[src/rtl/bcd_timer_pkg.sv]
// Shared types and constants for the BCD timer controller.
package bcd_timer_pkg;

  localparam int DIGIT_W = 4;
  localparam logic [DIGIT_W-1:0] BCD_MAX  = 4'd9;
  localparam logic [DIGIT_W-1:0] BCD_ZERO = 4'd0;

  typedef enum logic [2:0] {
    ST_IDLE,
    ST_LOADED,
    ST_RUN,
    ST_PAUSE,
    ST_DONE
  } state_e;

  typedef struct packed {
    logic ss;
    logic load;
    logic clr;
  } btn_t;

  function automatic logic [DIGIT_W-1:0] bcd_clamp(input logic [DIGIT_W-1:0] d);
    return (d > BCD_MAX) ? BCD_MAX : d;
  endfunction

endpackage

[src/rtl/tick_prescaler.sv]
// Count-tick prescaler: wraps every TICK_DIV cycles while run is high, held at 0 by zero.
module tick_prescaler #(
  parameter int TICK_DIV = 50_000_000
) (
  input  logic clock,
  input  logic reset,
  input  logic run,
  input  logic zero,
  output logic tick
);

  localparam int W = $clog2(TICK_DIV);
  localparam logic [W-1:0] LAST = W'(TICK_DIV - 1);

  logic [W-1:0] cnt_q, cnt_d;

  assign tick = run && (cnt_q == LAST);

  always_comb begin
    cnt_d = cnt_q;
    if (zero)     cnt_d = '0;
    else if (run) cnt_d = (cnt_q == LAST) ? '0 : cnt_q + 1'b1;
  end

  always_ff @(posedge clock or posedge reset) begin
    if (reset) cnt_q <= '0;
    else       cnt_q <= cnt_d;
  end

endmodule

[src/rtl/bcd_timer_ctrl.sv]
// Sequencing controller for a 2-digit BCD up/down counter.
// Build option AUTO_RELOAD_EN: terminal tick reloads/clears the counter and keeps running.
module bcd_timer_ctrl
  import bcd_timer_pkg::*;
#(
  parameter int TICK_DIV     = 50_000_000,
  parameter int ALARM_CYCLES = 8
) (
  input  logic               clock,
  input  logic               reset,
  input  logic               start_stop,
  input  logic               load_btn,
  input  logic               clear_btn,
  input  logic               mode_up,
  input  logic [DIGIT_W-1:0] preset1,
  input  logic [DIGIT_W-1:0] preset0,
  input  logic [DIGIT_W-1:0] q1,
  input  logic [DIGIT_W-1:0] q0,
  output logic               cnt_enable,
  output logic               cnt_up,
  output logic               cnt_load,
  output logic               cnt_clear,
  output logic [DIGIT_W-1:0] cnt_d1,
  output logic [DIGIT_W-1:0] cnt_d0,
  output logic               running,
  output logic               done,
  output logic               alarm
);

  localparam int AW = (ALARM_CYCLES > 1) ? $clog2(ALARM_CYCLES) : 1;
  localparam logic [AW-1:0] ALARM_LAST = AW'(ALARM_CYCLES - 1);

  state_e             state_q;
  btn_t               btn_now, btn_prev_q, btn_edge_q;
  logic               cnt_enable_q, cnt_up_q, cnt_load_q, cnt_clear_q;
  logic [DIGIT_W-1:0] cnt_d1_q, cnt_d0_q;
  logic               running_q, done_q, alarm_q;
  logic [AW-1:0]      alarm_cnt_q;
  logic               tick, presc_run, presc_zero;
  logic               at_zero, at_preset, terminal;

  assign btn_now = '{ss: start_stop, load: load_btn, clr: clear_btn};

  always_ff @(posedge clock or posedge reset) begin
    if (reset) begin
      btn_prev_q <= '0;
      btn_edge_q <= '0;
    end else begin
      btn_prev_q <= btn_now;
      btn_edge_q <= btn_now & ~btn_prev_q;
    end
  end

  // Prescaler rests at 0 whenever stopped, so every entry into RUN starts a full period.
  assign presc_run  = (state_q == ST_RUN) || ((state_q == ST_DONE) && alarm_q);
  assign presc_zero = (state_q == ST_IDLE) || (state_q == ST_LOADED) || (state_q == ST_PAUSE);

  tick_prescaler #(.TICK_DIV(TICK_DIV)) u_presc (
    .clock (clock),
    .reset (reset),
    .run   (presc_run),
    .zero  (presc_zero),
    .tick  (tick)
  );

  assign at_zero   = ({q1, q0} == {BCD_ZERO, BCD_ZERO});
  assign at_preset = ({q1, q0} == {cnt_d1_q, cnt_d0_q});
  assign terminal  = cnt_up_q ? at_preset : at_zero;

  // All outputs registered: cnt_enable lands one cycle after the tick cycle.
  always_ff @(posedge clock or posedge reset) begin
    if (reset) begin
      state_q      <= ST_IDLE;
      cnt_enable_q <= 1'b0;
      cnt_up_q     <= 1'b0;
      cnt_load_q   <= 1'b0;
      cnt_clear_q  <= 1'b0;
      cnt_d1_q     <= '0;
      cnt_d0_q     <= '0;
      running_q    <= 1'b0;
      done_q       <= 1'b0;
      alarm_q      <= 1'b0;
      alarm_cnt_q  <= '0;
    end else begin
      cnt_enable_q <= 1'b0;
      cnt_load_q   <= 1'b0;
      cnt_clear_q  <= 1'b0;
      cnt_d1_q     <= bcd_clamp(preset1);
      cnt_d0_q     <= bcd_clamp(preset0);
      if (state_q != ST_RUN) cnt_up_q <= mode_up;
`ifdef AUTO_RELOAD_EN
      done_q <= 1'b0;
`endif

      if (alarm_q && tick) begin
        if (alarm_cnt_q == ALARM_LAST) alarm_q <= 1'b0;
        else                           alarm_cnt_q <= alarm_cnt_q + 1'b1;
      end

      if (btn_edge_q.clr) begin
        cnt_clear_q <= 1'b1;
        state_q     <= ST_IDLE;
        running_q   <= 1'b0;
        done_q      <= 1'b0;
        alarm_q     <= 1'b0;
      end else begin
        case (state_q)
          ST_IDLE, ST_LOADED: begin
            if (btn_edge_q.load) begin
              cnt_load_q <= 1'b1;
              state_q    <= ST_LOADED;
            end else if (btn_edge_q.ss) begin
              state_q   <= ST_RUN;
              running_q <= 1'b1;
            end
          end
          ST_PAUSE: begin
            if (btn_edge_q.load) begin
              cnt_load_q <= 1'b1;
            end else if (btn_edge_q.ss) begin
              state_q   <= ST_RUN;
              running_q <= 1'b1;
            end
          end
          ST_RUN: begin
            if (btn_edge_q.ss) begin
              state_q   <= ST_PAUSE;
              running_q <= 1'b0;
            end else if (tick) begin
              if (!terminal) begin
                cnt_enable_q <= 1'b1;
              end else begin
`ifdef AUTO_RELOAD_EN
                if (cnt_up_q) cnt_clear_q <= 1'b1;
                else          cnt_load_q  <= 1'b1;
`else
                state_q   <= ST_DONE;
                running_q <= 1'b0;
`endif
                done_q      <= 1'b1;
                alarm_q     <= 1'b1;
                alarm_cnt_q <= '0;
              end
            end
          end
          ST_DONE: begin
            if (btn_edge_q.load || btn_edge_q.ss) begin
              state_q <= ST_IDLE;
              done_q  <= 1'b0;
              alarm_q <= 1'b0;
            end
          end
          default: begin
            state_q   <= ST_IDLE;
            running_q <= 1'b0;
            done_q    <= 1'b0;
            alarm_q   <= 1'b0;
          end
        endcase
      end
    end
  end

  assign cnt_enable = cnt_enable_q;
  assign cnt_up     = cnt_up_q;
  assign cnt_load   = cnt_load_q;
  assign cnt_clear  = cnt_clear_q;
  assign cnt_d1     = cnt_d1_q;
  assign cnt_d0     = cnt_d0_q;
  assign running    = running_q;
  assign done       = done_q;
  assign alarm      = alarm_q;

endmodule

[config.mk]
export PLATFORM = sky130hd
export DESIGN_NAME = bcd_timer_ctrl
export DESIGN_NICKNAME = d
export VERILOG_FILES = /design/src/rtl/bcd_timer_pkg.sv /design/src/rtl/tick_prescaler.sv /design/src/rtl/bcd_timer_ctrl.sv
export SDC_FILE = /design/constraint.sdc
export NUM_CORES = 1
export LEC_CHECK = 0
export CELL_PAD_IN_SITES_DETAIL_PLACEMENT = 2
export CELL_PAD_IN_SITES_GLOBAL_PLACEMENT = 2
export CORE_UTILIZATION = 37
export DETAILED_ROUTE_END_ITERATION = 8
export PLACE_DENSITY = 0.87
export SLEW_MARGIN = 15
export SYNTH_ARGS = -nofsm -noshare
export SYNTH_HDL_FRONTEND = slang
export SYNTH_SLANG_ARGS = --single-unit
[constraint.sdc]
create_clock -name clock -period 3.6 [get_ports clock]
set_input_delay 0.72 -clock clock [delete_from_list [all_inputs] [get_ports clock]]
set_output_delay 0.72 -clock clock [all_outputs]
set_load 0.005 [all_outputs]
---- After elaboration in Yosys (flattened, before gate mapping) ----
Cells that the tools add are included.
word-level totals
  bits in registers ....................... 53
  input bits .............................. 22
  output and inout bits ................... 15
  logic and storage cells ................. 110
cells by class
  $add $sub $neg .......................... 2
  order comparisons ....................... 2
  eq/ne operators ......................... 19
  multiplexer cells ....................... 52
  bitwise gates (word level) .............. 2
  reduce and logical (&&, ||, !) cells .... 15
operators with widths
  operator                 number
  $mux W26                 3
  $mux W3                  15
  $mux W1                  28
  $add A26 B1 Y26 const B  1
  $eq A26 B26 Y1 const B   1
  $ne A3 B3 Y1 const B     5
  $pmux W3 S4              1
  $reduce_and A5 Y1        2
  $pmux W1 S3              3
  $eq A8 B8 Y1             1
  $gt A4 B4 Y1 const B     2
  $logic_not A8 Y1         1
  $mux W4                  2
  $ne A4 B4 Y1 const B     2
  $eq A3 B2 Y1 const B     2
  $eq A3 B3 Y1 const B     2
  $ne A3 B2 Y1 const B     2
  $logic_or A1 B1 Y1       4
  $reduce_and A4 Y1        1
  $add A3 B1 Y3 const B    1
  $and A3 B3 Y3            1
  $eq A3 B1 Y1 const B     1
  $logic_and A1 B1 Y1      3
  $logic_not A3 Y1         1
  other kinds (7)          7

---- Logic depth before layout (Yosys ltp) ----
  word-level depth ........................ 11
  depth in mapped cells ................... 7

---- Cells and area by module ----
From an unflattened synthesis, not the netlist that was laid out.
second synthesis, totals
  cell total of the unflattened synthesis .. 271
  area total of the unflattened synthesis .. 2,712.6 µm²
modules (own cells, without submodules)
  module          instances  cells each  area an instance (µm²)  seq. area each (µm²)
  tick_prescaler  1          151         1,433.9                 650.6
  bcd_timer_ctrl  1          120         1,278.7                 675.6

---- Worst setup path before layout ----
Ideal clock, no wire load.
  path kind ............................... register to register
  from .................................... register u_presc.cnt_q[7]
  to ...................................... register u_presc.cnt_q[2]
  arrival time ............................ 1.971 ns
  path slack .............................. 1.510 ns
  stages on the path, launching flop included .. 7
  path buffers ............................ 1
  period minus slack after synthesis ...... 2.090 ns
  cells stage by stage .................... dfrtp_1 -> or3_1 -> or4_4 -> o41ai_2 -> a22o_2 -> buf_6 -> nor2_1
between the ends
  word-level cells in the longest chain between the ends .. 4
RTL lines
  item                      RTL line              source
  start: declaration        tick_prescaler.sv:15  logic [W-1:0] cnt_q, cnt_d;
  start signal: assignment  tick_prescaler.sv:27  else cnt_q <= cnt_d;
  $eq A26 B26 Y1            tick_prescaler.sv:22  else if (run) cnt_d = (cnt_q == LAST) ? '0 : cnt_q + 1'b1;
  $mux W26 (2 in series)    tick_prescaler.sv:22
  $mux W26                  tick_prescaler.sv:21  if (zero) cnt_d = '0;
No other way between the ends. The select of a mux whose other input is x is not followed.
A chain may end at the register's enable or synchronous reset.

---- Worst setup path in the final report ----
  from .................................... register u_presc.cnt_q[7]
  to ...................................... register u_presc.cnt_q[18]
between the ends
  word-level cells in the longest chain between the ends .. 4
RTL lines
  item                                                      RTL line
  $add A26 B1 Y26 / $eq A26 B26 Y1 (equally long branches)  tick_prescaler.sv:22
  $mux W26 (*) (2 in series)                                tick_prescaler.sv:22
  $mux W26 (*)                                              tick_prescaler.sv:21
Every way passes the cells marked *; elsewhere a longest branch is shown, timed or not. The select of a mux whose other input is x is not followed.

==> impl_metrics.ini <==
[status]
outcome = finished, final reports clean

[job]
cap_violations = 0

[power_and_ir_drop]
switchingPower_mw = 0.291
clkPwrFrac = 0.303
p_sw_frac = 0.257
pwr-share-comb = 0.131
power_density_mw_per_mm2 = 360
p_int_mw = 0.843
p_leak_nw = 1.30
irDropWorstVdd_mv = 0.164
seq_power_share = 0.566

[synth]
synth.net_count = 284
synth.distinct_cells = 44
synth_seq_cells = 53
netlist_area_mm2 = 0.00261
synth.most_common_cell = dfrtp_1
synth.largest_area_cell = dfrtp_1
seq_area_frac_synth = 0.507
ys_async_sr_fraction = 1.00
syn_avg_cell_area_um2 = 10.1
synthCells = 260
yosysTopAreaCellShare = 0.507
synth-main-ff-cell = dfrtp_1
netlist_top_cells_area = dfrtp_1, xor2_1, nor2_1
ys_warn_count = 0
synth-edff-count = 0
synthTopCellsByCount = dfrtp_1, nor2_1, xor2_1, nand2_1, nand3_1

[grt]
grt_antenna_before_repair = 0
grt_overflow = 0
grt_pass1_vias = 2324
grt_use_total = 0.213
grt_pass1_wl_um = 12100
grt_max_degree = 26

[sta]
fin_skew_ns = 0.0112
rsz0062_at_grt = no
tns_ns = 0
tightestPinTransition_ns = 0.779
fin_crit_sh = 0.702
finalHoldWorstSlack_ns = 0.406
final_hold_viol_count = 0
period_minus_slack_ns = 2.53
setup_viol = 0
relSlewSlack = 0.481
finalMaxSlewViolations = 0
timing.fmax_mhz = 396

[critical_path]
critical_path_buf_inv_count = 0
worstPathCellList = or3_1 > or4_4 > o31ai_1 > a22o_2 > nor2_1
critical_path_required_ns = 3.77
cp_top_family = simple AND/OR/NAND/NOR gates
startpoint_type = register
cp_max_fo = 24
critPathMaxStageDelay_ns = 0.54
cp_slowest_cell = or4_4
critPathArrivalTime_ns = 2.70
crit_path_end_kind = register
criticalPathCategory = reg -> reg

[worst_hold_path]
hp-class = reg -> reg

[drt]
post_drt_wl_per_cell_um = 18.2
ant_nets = 0
dr_wl_met3_um = 133
drtIter0Drc = 99
drt_wl_total_um = 7150
wl_met1_um = 3030
route.met2.wl_um = 3840
post-route-drc-count = 0
top_layer_used = met4
first_pass_iters = 3
via_per_inst = 5.27
vias = 2064

[clock_network]
hold_buffers = 0
insertion_delay_ns = 0.31
cts_buffer_depth = 2
clock-root-buffer = clkbuf_8
cts-resized-gates = 0
clkSinkCount = 53
clkTransAtPathRegs_ns = 0.10
cts_buffers = 5
post_cts_buffers = 0
cts_max_level = 2
cts_tree = yes

[finish]
diodes = 0
drive_gt1_frac = 0.0642
nNetsFinal = 320
num-fill-cells = 733
area_growth_pct = 20.5
stdcell_area_mm2 = 0.00315

[die]
num_rows = 30
start_util = 0.385
die_area_mm2 = 0.00740
chipWidth_um = 86.1
ios = 37
core_mm2 = 0.00679
die_h_um = 86.1

[placed_design]
placed_area_mm2 = 0.00306
hpwl_um = 5450
io_buffers = 36
place_congestion = 0.796
-- path summary, 6_finish.rpt --
check                                       from  slack, ns  cells after the start           endpoint
max in group asynchronous                  reset       2.35                      3   u_presc.cnt_q[9]
worst min register to register     btn_prev_q[2]       0.41                      1      btn_edge_q[2]
worst max-delay path            u_presc.cnt_q[7]       1.07                      5  u_presc.cnt_q[18]
worst min-delay path               btn_prev_q[2]       0.41                      1      btn_edge_q[2]
worst max register to register  u_presc.cnt_q[7]       1.07                      5  u_presc.cnt_q[18]
min in group asynchronous                  reset       0.64                      2          cnt_d0[1]
-- through the flow --
step / util / setup slack (ns) / cells / power, mW
6_report: 0.464 / 1.07 / 392 / 1.13
5_1_grt: 0.464 / 0.973 / 392 / 1.19
4_1_cts: 0.464 / 1.07 / 392 / 1.15
3_5_place_dp: 0.451 / 0.905 / 385 / 0.804
3_3_place_gp: 0.451 / 1.05 / 385 / 0.794
2_1_floorplan: - / 1.51 / 260 / 0.727
-- worst reg2reg max path: cells and delay by family, from the launching register on --
kind	cells	cell delay (ns)
AOI/OAI and AO/OA	2	0.84
DFF	1	0.44
and+or+nand+nor	3	1.11
-- flip-flops by register name, summed over array words and instances, names as in the netlist --
register	cells
u_presc.cnt_q	26
cnt_enable	1
btn_prev_q	3
state_q	3
cnt_d0	4
btn_edge_q	3
running	1
cnt_load	1
cnt_clear	1
done	1
cnt_d1	4
alarm_cnt_q	3
cnt_up	1
alarm	1
-- area by class of cell --
type	count	area [um2]	share of cell area
Clock buffer	7	86.3	0.0274
Tap cell	96	120	0.0381
Multi-Input combinational cell	187	1200	0.380
Timing Repair Buffer	39	383	0.122
Sequential cell	53	1330	0.421
Inverter	10	37.5	0.0119
-- cell families (layout without fill, tap and decap cells) --
| logic type | count (synthesis) | after routing | synth area share |
|---|---|---|---|
| xor+xnor | 32 | 32 | 0.107 |
| flops | 53 | 53 | 0.507 |
| mux | 2 | 2 | 0.00814 |
| fa+ha+maj | 2 | 2 | 0.00957 |
| compound gates | 31 | 31 | 0.0905 |
| simple gates | 120 | 120 | 0.243 |
| buf+inv | 20 | 56 | 0.0345 |
-- placed cells by master, fill, tap and decap left out, drive strengths merged, types with 3 or more instances in the layout --
| master | n |
|---|---|
| dfrtp | 53 |
| clkdlybuf4s50 | 36 |
| nor2 | 34 |
| xor2 | 19 |
| nand3 | 17 |
| nand2 | 17 |
| xnor2 | 13 |
| nand4 | 11 |
| inv | 10 |
| nor2b | 8 |
| and3 | 7 |
| clkbuf | 7 |
| nor3 | 6 |
| o31ai | 5 |
| nand2b | 4 |
| a21oi | 4 |
| o21ai | 4 |
| a21o | 3 |
| a21boi | 3 |
| buf | 3 |
| nor4 | 3 |
-- metal layers --
| layer | vias to the layer above | global-route usage |
|---|---|---|
| li1 | 968 | - |
| met1 | 1055 | 0.253 |
| met2 | 27 | 0.382 |
| met3 | 14 | 0.0404 |
| met4 | 0 | 0.0727 |
| met5 | - | 0 |
-- power groups by stage --
stage               Combinational [mW]  Clock, mW  Sequential [mW]
finish                           0.148      0.344            0.642
global route                     0.163      0.376            0.646
CTS                              0.152      0.353            0.643
detailed placement               0.149          0            0.654
global placement                 0.141          0            0.653
floorplan                       0.0852          0            0.642
Note: power is estimated with default switching activity, not from simulation.
